**config.mk**
```make
export PLATFORM = sky130hd
export DESIGN_NAME = decode_stage
export DESIGN_NICKNAME = d
export VERILOG_FILES = /design/src/rtl/decode_pkg.sv /design/src/rtl/reg_scoreboard.sv /design/src/rtl/decode_stage.sv
export SDC_FILE = /design/constraint.sdc
export NUM_CORES = 1
export LEC_CHECK = 0
export CAP_MARGIN = 20
export CORE_UTILIZATION = 45
export CTS_BUF_LIST = sky130_fd_sc_hd__clkbuf_8
export DETAILED_ROUTE_END_ITERATION = 8
export DONT_BUFFER_PORTS = 1
export MAX_ROUTING_LAYER = met4
export REMOVE_ABC_BUFFERS = 1
export SLEW_MARGIN = 0
export SYNTH_ARGS = -nofsm -noshare
export SYNTH_HDL_FRONTEND = slang
export SYNTH_SLANG_ARGS = --single-unit
export TNS_END_PERCENT = 100
```
**constraint.sdc**
```tcl
create_clock -name clk -period 2.85 [get_ports clk]
set_clock_uncertainty 0.05 [all_clocks]
set_input_delay 0.57 -clock clk [delete_from_list [all_inputs] [get_ports clk]]
set_output_delay 0.57 -clock clk [all_outputs]
set_load 0.1 [all_outputs]
```
**src/rtl/decode_pkg.sv**
```systemverilog
// rtl/decode_pkg.sv - field layout helpers, decoded bundle type and NOP encoding for decode_stage
package decode_pkg;

    localparam int DEF_OP_W     = 4;
    localparam int DEF_RA_W     = 2;
    localparam int DEF_THREE_OP = 0;

    // The NOP is the all-zero instruction; its opcode field is therefore zero too.
    localparam logic [DEF_OP_W-1:0] NOP_OP = '0;

    function automatic int instr_width(input int op_w, input int ra_w, input int three_op);
        return op_w + ((three_op != 0) ? 3 : 2) * ra_w;
    endfunction

    function automatic int rd_lsb(input int op_w, input int ra_w, input int three_op);
        return instr_width(op_w, ra_w, three_op) - op_w - ra_w;
    endfunction

    function automatic int rs1_lsb(input int op_w, input int ra_w, input int three_op);
        return rd_lsb(op_w, ra_w, three_op) - ra_w;
    endfunction

    function automatic int rs2_lsb(input int op_w, input int ra_w, input int three_op);
        return rs1_lsb(op_w, ra_w, three_op) - ra_w;
    endfunction

    typedef struct packed {
        logic [DEF_OP_W-1:0] alu_op;
        logic [DEF_RA_W-1:0] rd;
        logic [DEF_RA_W-1:0] rs1;
        logic [DEF_RA_W-1:0] rs2;
        logic                reg_write;
    } decoded_t;

endpackage

```
**src/rtl/reg_scoreboard.sv**
```systemverilog
// rtl/reg_scoreboard.sv - per-register pending-write bits with set-wins update and 3-port hazard lookup
module reg_scoreboard
    import decode_pkg::*;
#(
    parameter int RA_W     = DEF_RA_W,
    parameter int NUM_REGS = 2**RA_W
)
(
    input  logic                clk,
    input  logic                rst,
    input  logic                set_en,
    input  logic [RA_W-1:0]     set_addr,
    input  logic                clr_en,
    input  logic [RA_W-1:0]     clr_addr,
    input  logic [RA_W-1:0]     look_a,
    input  logic [RA_W-1:0]     look_b,
    input  logic [RA_W-1:0]     look_c,
    output logic                hit,
    output logic [NUM_REGS-1:0] busy
);

    logic [NUM_REGS-1:0] set_mask;
    logic [NUM_REGS-1:0] clr_mask;

    // One-hot masks; clearing is applied first so a same-register set wins.
    always_comb begin
        set_mask = '0;
        clr_mask = '0;
        if (set_en) set_mask[set_addr] = 1'b1;
        if (clr_en) clr_mask[clr_addr] = 1'b1;
    end

    // Pending bits register.
    always_ff @(posedge clk) begin
        if (rst) busy <= '0;
        else     busy <= (busy & ~clr_mask) | set_mask;
    end

    // Lookup reflects registered state only, so a writeback never bypasses into this cycle.
    always_comb begin
        hit = busy[look_a] | busy[look_b] | busy[look_c];
    end

endmodule

```
**src/rtl/decode_stage.sv**
```systemverilog
// rtl/decode_stage.sv - registered decode stage with scoreboard stall; illegal-opcode trap under DECODE_ILLEGAL_TRAP_EN
module decode_stage
    import decode_pkg::*;
#(
    parameter  int OP_W     = DEF_OP_W,
    parameter  int RA_W     = DEF_RA_W,
    parameter  int THREE_OP = DEF_THREE_OP,
    parameter  int NUM_OPS  = 16,
    localparam int INSTR_W  = instr_width(OP_W, RA_W, THREE_OP),
    localparam int NUM_REGS = 2**RA_W
)
(
    input  logic                clk,
    input  logic                rst,
    input  logic                in_valid,
    output logic                in_ready,
    input  logic [INSTR_W-1:0]  instr,
    output logic                out_valid,
    input  logic                out_ready,
    output logic [OP_W-1:0]     alu_op,
    output logic [RA_W-1:0]     rd_addr,
    output logic [RA_W-1:0]     rs1_addr,
    output logic [RA_W-1:0]     rs2_addr,
    output logic                reg_write,
    input  logic                wb_valid,
    input  logic [RA_W-1:0]     wb_addr,
`ifdef DECODE_ILLEGAL_TRAP_EN
    output logic                illegal,
    output logic                illegal_seen,
`endif
    output logic [NUM_REGS-1:0] busy_regs
);

    localparam int RD_LSB  = rd_lsb(OP_W, RA_W, THREE_OP);
    localparam int RS1_LSB = rs1_lsb(OP_W, RA_W, THREE_OP);

    if (NUM_OPS < 1 || NUM_OPS > 2**OP_W) begin : g_bad_num_ops
        $error("decode_stage: NUM_OPS out of range for OP_W");
    end

    logic [OP_W-1:0] dec_op;
    logic [RA_W-1:0] dec_rd;
    logic [RA_W-1:0] dec_rs1;
    logic [RA_W-1:0] dec_rs2;
    logic            is_nop;
    logic            dec_illegal;
    logic            dec_write;
    logic            sb_hit;
    logic            hazard;
    logic            accept;

    assign dec_op  = instr[INSTR_W-1 -: OP_W];
    assign dec_rd  = instr[RD_LSB +: RA_W];
    assign dec_rs1 = instr[RS1_LSB +: RA_W];
    assign is_nop  = (instr == '0);

    if (THREE_OP != 0) begin : g_three_op
        assign dec_rs2 = instr[rs2_lsb(OP_W, RA_W, THREE_OP) +: RA_W];
    end else begin : g_two_op
        assign dec_rs2 = dec_rd;
    end

`ifdef DECODE_ILLEGAL_TRAP_EN
    localparam logic [OP_W:0] NUM_OPS_V = (OP_W+1)'(NUM_OPS);
    assign dec_illegal = ({1'b0, dec_op} >= NUM_OPS_V);
`else
    assign dec_illegal = 1'b0;
`endif

    // An illegal instruction still flows through but never claims a register.
    assign dec_write = !is_nop && !dec_illegal;
    assign hazard    = !is_nop && sb_hit;
    assign in_ready  = !rst && (!out_valid || out_ready) && !hazard;
    assign accept    = in_valid && in_ready;

    reg_scoreboard #(.RA_W(RA_W), .NUM_REGS(NUM_REGS)) u_scoreboard (
        .clk      (clk),
        .rst      (rst),
        .set_en   (accept && dec_write),
        .set_addr (dec_rd),
        .clr_en   (wb_valid),
        .clr_addr (wb_addr),
        .look_a   (dec_rs1),
        .look_b   (dec_rs2),
        .look_c   (dec_rd),
        .hit      (sb_hit),
        .busy     (busy_regs)
    );

    // One-deep output register: load on accept, drop valid when drained, hold otherwise.
    always_ff @(posedge clk) begin
        if (rst) begin
            out_valid <= 1'b0;
            alu_op    <= '0;
            rd_addr   <= '0;
            rs1_addr  <= '0;
            rs2_addr  <= '0;
            reg_write <= 1'b0;
        end else if (accept) begin
            out_valid <= 1'b1;
            alu_op    <= dec_op;
            rd_addr   <= dec_rd;
            rs1_addr  <= dec_rs1;
            rs2_addr  <= dec_rs2;
            reg_write <= dec_write;
        end else if (out_ready) begin
            out_valid <= 1'b0;
        end
    end

`ifdef DECODE_ILLEGAL_TRAP_EN
    // Illegal flag travels with the bundle; the sticky copy rises with it and clears only on reset.
    always_ff @(posedge clk) begin
        if (rst) begin
            illegal      <= 1'b0;
            illegal_seen <= 1'b0;
        end else if (accept) begin
            illegal      <= dec_illegal;
            illegal_seen <= illegal_seen | dec_illegal;
        end
    end
`endif

endmodule
```
==> flow_summary_export.csv, run 1 <==
group,metric,value,unit
yosys,synth_area_per_cell,8.89,µm²
sta,worstMarginPinSlew,1.03,ns
sta,finalHoldViolations,0,
final_layout,n_antenna_cell,0,
worst_setup_path,cp_max_fo,3,
place,hpwl,1.24,mm
sta,layout_min_cycle_time,2.53,ns
worst_setup_path,crit_buf_inv,1,
yosys,synth.yosys.warnings,0,
yosys,netlist_instances,84,
place,placed_cells,103,
route,drtAntennaViolNets,0,
route,wl_per_cell,15.4,µm
run_status,status,"complete, no violations",
floorplanning,coreArea,1520,µm²
clocking,root_buffer,"clkbuf_8",
worst_setup_path,slowest_delay,0.54,ns
worst_setup_path,path_delay_family,"multiplexers",
clocking,cts_resized,0,
worst_setup_path,crit_chain,"mux4_1 -> or2_1 -> a211oi_4 -> buf_12",
sta,maxSlewViolCount,0,
route,via_per_inst,6.43,
sta,fin_crit_sh,88.9,%
floorplanning,dieArea,1830,µm²
yosys,yosysUniqueCellTypes,24,
sta,slew_headroom,31.2,%
route,drt_iter0_markers,16,
global_route,grt_pass1_vias,633,
clocking,cts_num_sinks,14,
power_and_ir_drop,p_per_area,774,nW/µm²
power_and_ir_drop,vdd_ir_drop_max,0.436,mV
clocking,holdBufCountCts,0,
clocking,cts_setup_buffers,0,
worst_setup_path,cp-start-kind,"primary input",
sta,whs,0.370,ns
route,vias,688,
final_layout,final_common_cell,"dfxtp_1",
yosys,mappedNetlistArea,747,µm²
floorplanning,rows,14,
final_layout,drive_gt1_share,19.8,%
yosys,seq_area_frac_synth,37.5,%
clocking,clk_path_buf_depth,2,
worst_setup_path,cp_slowest_cell,"mux4_1",
place,io_buffer_count,0,
worst_setup_path,end_kind,"output port",
route,drt_wl_total,1.65,mm
final_layout,final_cell_mix,"dfxtp_1 (12), inv_1 (10), nand3_1 (10)",
yosys,ys_ff_latch,14,
sta,rsz0062_at_grt,"false",
floorplanning,start_util,49.0,%
global_route,grt_max_degree,21,
floorplanning,io_pins,32,
worst_setup_path,worstPathRequired,2.23,ns
power_and_ir_drop,p_leak,0.347,nW
run,maxCapViolations,0,
clocking,clk_pin_slew,0.06,ns
clocking,htree_levels,1,
final_layout,syn_to_final_growth,16.6,%
worst_setup_path,critical_path_class,"in -> out",
global_route,grt_overflow_total,0,
clocking,numCtsBuffers,3,
hold_path,min_path_type,"in -> reg",
final_layout,layout.nets,107,
global_route,grt_pass1_wl,2.70,mm
clocking,cts_tree,"done",
route,dr.pass1.iters,4,
floorplanning,die_w,42.7,µm
final_layout,stdcell_count,107,
sta,setup_violations,0,
place,place.gp.congestion,0.837,
floorplanning,die_h,42.7,µm
global_route,antenna_found_initial,0,
clocking,clk_latency,0.24,ns
worst_setup_path,cp.arrival,1.91,ns
global_route,grt_usage,20.3,%
route,route.detailed.drc,0,
sta,max_freq,0.395,GHz
==> power by group <==
group          internal [mW]  switching, mW  total (mW)
Sequential             0.215          0.140       0.355
Combinational         0.0427         0.0862       0.129
Clock                  0.122         0.0684       0.191
Total                  0.380          0.294       0.674
==> flip-flops by register name, summed over array words and instances (netlist names) <==
register / flops
rs2_addr: 2
rs1_addr: 2
out_valid: 1
u_scoreboard.busy: 4
reg_write: 1
alu_op: 4
==> worst paths after layout <==
kind | start | endpoint | slack, ns | cells after the start
min reg2reg | u_scoreboard.busy[2] | u_scoreboard.busy[2] | 0.74 | 3
max | instr[0] | in_ready | 0.32 | 4
min | rst | u_scoreboard.busy[0] | 0.37 | 1
max reg2reg | u_scoreboard.busy[1] | u_scoreboard.busy[1] | 1.06 | 4
==> layer usage <==
layer  vias to the layer above  global-route usage, %  part of all wire (%)
li1                        330                      -                     -
met1                       316                   23.4                    39
met4                         0                   6.88                  0.85
met3                         4                   10.6                    13
met5                         -                      -                     0
met2                        38                   30.3                    47
==> cell usage after synthesis <==
library cell	n	area share [%]
nand2_1	3	1.5
and3_1	1	0.84
a211oi_2	1	1.7
nand4_1	8	6.7
o32ai_4	1	3.7
buf_6	2	3.0
mux4_1	2	7.0
o211ai_1	8	8.0
nor2b_1	1	0.84
nor2_1	2	1.0
inv_1	10	5.0
nand3_1	10	6.7
nand2b_1	2	1.7
a31oi_1	1	0.84
or2_1	1	0.84
nor4_1	2	1.7
clkbuf_1	1	0.50
buf_1	2	1.0
a21oi_1	1	0.67
dfxtp_1	14	38
buf_4	2	2.0
o21ai_0	6	4.0
o32ai_1	2	2.3
o22ai_1	1	0.84
==> stage by stage <==
| step | instance area [µm²] | util, % | setup TNS (ns) | power (mW) | setup WS (ns) |
|---|---|---|---|---|---|
| 4_1_cts | 871 | 57.1 | 0 | 0.678 | 0.315 |
| 3_5_place_dp | 816 | 53.5 | 0 | 0.488 | 0.323 |
| 5_1_grt | 871 | 57.1 | 0 | 0.700 | 0.289 |
| 2_1_floorplan | 698 | - | -0.736 | 0.449 | -0.736 |
| 3_3_place_gp | 816 | 53.5 | 0 | 0.486 | 0.325 |
| 6_report | 871 | 57.1 | 0 | 0.674 | 0.317 |
==> worst reg2reg max path, delay by kind of cell, from the launching register on <==
family	cells	cell delay [ns]
mux	1	0.51
flops	1	0.32
compound gates	1	0.32
simple gates	2	0.51
==> cells by family (layout without fill, tap and decap cells) <==
| family | count (synthesis) | in the layout | synth area share [%] |
|---|---|---|---|
| flip-flops | 14 | 14 | 37.5 |
| buffers and inverters | 17 | 24 | 11.6 |
| AO/OA/AOI/OAI | 21 | 21 | 22.1 |
| AND/OR/NAND/NOR | 30 | 30 | 21.8 |
| multiplexers | 2 | 2 | 7.04 |
==> layout make-up <==
type	instances	area [µm²]
Fill cell	140	653
Multi-Input combinational cell	53	388
Sequential cell	14	283
Timing Repair Buffer	10	87.6
Clock buffer	4	55.1
Inverter	10	37.5
Tap cell	16	20.0
(Power assumes the default switching activity.)
==> run 2, diff against run 1 <==
CORE_MARGIN = 2   (was default)
==> run 2 against run 1 <==
  * Global-route usage grew 1.3 points
  * Combinational power about the same
  * Design area increased by 0.86%
  * Clock-buffer cell count stayed put
  * Sequential share of layout area down 0.28 points
  * Critical path depth stayed put
  * Sequential power hardly changed
  * Wire length grew 2.3%
  * Highest routed layer unchanged
==> flow_summary_export.csv, run 2 (synthesis gave the netlist of run 1 again) <==
group,metric,value,unit
hold_path,min_path_type,"in -> reg",
clocking,cts_tree,"done",
power_and_ir_drop,vdd_ir_drop_max,0.327,mV
power_and_ir_drop,p_leak,0.352,nW
run_status,status,"complete, no violations",
route,via_per_inst,6.26,
route,drt_wl_total,1.69,mm
power_and_ir_drop,p_per_area,774,nW/µm²
final_layout,drive_gt1_share,20.7,%
worst_setup_path,cp.arrival,1.89,ns
global_route,grt_overflow_total,0,
sta,worstMarginPinSlew,1.03,ns
sta,slew_headroom,31.5,%
floorplanning,dieArea,2000,µm²
floorplanning,coreArea,1520,µm²
worst_setup_path,critical_path_class,"in -> out",
route,drt_iter0_markers,16,
final_layout,reg_top3,"alu_op: 4 flops, u_scoreboard.busy: 4 flops",
final_layout,final_common_cell,"dfxtp_1",
floorplanning,die_w,44.7,µm
worst_setup_path,cp_max_fo,3,
clocking,clk_pin_slew,0.06,ns
route,route.detailed.drc,0,
final_layout,area.sequential,283,µm²
sta,rsz0062_at_grt,"false",
final_layout,n_antenna_cell,0,
final_layout,multi_input_area,388,µm²
place,place_area,823,µm²
clocking,htree_levels,1,
place,io_buffer_count,0,
place,place.gp.congestion,0.815,
route,drtAntennaViolNets,0,
final_layout,final_cell_mix,"dfxtp_1 (12), inv_1 (10), nand3_1 (10), buf_4 (10)",
clocking,clk_path_buf_depth,2,
worst_setup_path,cp-start-kind,"primary input",
floorplanning,die_h,44.7,µm
hold_path,hold_depth,1,
global_route,grt_pass1_vias,687,
power_and_ir_drop,internal_power,0.382,mW
place,placed_cells,104,
final_layout,layout.nets,108,
final_layout,stdcell_count,108,
sta,fin_crit_sh,88.2,%
sta,max_freq,0.398,GHz
final_layout,syn_to_final_growth,17.6,%
floorplanning,rows,14,
route,vias,676,
power_and_ir_drop,finalPower,0.680,mW
sta,whs,0.360,ns
floorplanning,start_util,49.0,%
power_and_ir_drop,p_comb_share,19.3,%
global_route,grt_max_degree,21,
route,dr.pass1.iters,4,
sta,setup_violations,0,
power_and_ir_drop,p_sw,0.298,mW
global_route,grt_pass1_wl,3.02,mm
power_and_ir_drop,sw_frac_of_total,43.8,%
floorplanning,io_pins,32,
clocking,holdBufCountCts,0,
run,maxCapViolations,0,
clocking,cts_num_sinks,14,
sta,layout_min_cycle_time,2.51,ns
clocking,cts_setup_buffers,0,
clocking,clk_latency,0.25,ns
route,wl_per_cell,15.6,µm
final_layout,fillCellCount,140,
worst_setup_path,worstPathRequired,2.23,ns
global_route,antenna_found_initial,0,
place,hpwl,1.25,mm
worst_setup_path,end_kind,"output port",
clocking,numCtsBuffers,3,
clocking,root_buffer,"clkbuf_8",
sta,maxSlewViolCount,0,
sta,finalHoldViolations,0,
power_and_ir_drop,p_clk_share,28.7,%
worst_setup_path,reg2regPathDepth,4,
power_and_ir_drop,seqPwrFrac,52.0,%
final_layout,postLayoutCellArea,878,µm²
global_route,grt_usage,21.7,%
clocking,cts_resized,0,
[run 2: per-layer routing]
layer	vias up	track usage [%]	part of all wire, %	routed length (µm)
li1	328	-	-	-
met1	316	25.9	42	713
met2	28	32.8	47	793
met3	4	9.20	9.7	163
met4	0	7.27	1.1	18
met5	-	-	0	0
[run 2: critical path, stage by stage]
cell      delay [ns]
mux4_1          0.53
or2_1           0.29
a211oi_4        0.29
buf_12          0.21
[run 2: path summary, 6_finish.rpt]
| path | slack (ns) | endpoint | start |
|---|---|---|---|
| setup / recovery | 0.34 | in_ready | instr[0] |
| hold / removal | 0.36 | u_scoreboard.busy[0] | rst |
| setup reg to reg | 1.05 | u_scoreboard.busy[2] | u_scoreboard.busy[1] |
| hold reg to reg | 0.73 | u_scoreboard.busy[0] | u_scoreboard.busy[0] |
[run 2: layout make-up]
| class | instances | share of cell area, % |
|---|---|---|
| clock buffers | 4 | 6.27 |
| repair buffers | 11 | 10.8 |
| flip-flops and latches | 14 | 32.2 |
| well taps | 16 | 2.28 |
| multi-input cells | 53 | 44.2 |
| inverters | 10 | 4.27 |
[run 2: metrics by stage]
step	setup WS, ns	utilization, %	TNS [ns]
finish	0.336	57.6	0
global route	0.288	57.6	0
CTS	0.330	57.6	0
detailed placement	0.333	54.0	0
global placement	0.326	54.0	0
floorplan	-0.736	-	-0.736
[run 2: power groups by stage]
stage                     Combinational, mW  Sequential, mW  Clock (mW)
final                                 0.131           0.354       0.195
after CTS                             0.132           0.355       0.202
after detailed placement              0.132           0.358           0
after floorplan                      0.0596           0.390           0
after global placement                0.131           0.358           0
after global routing                  0.141           0.358       0.213
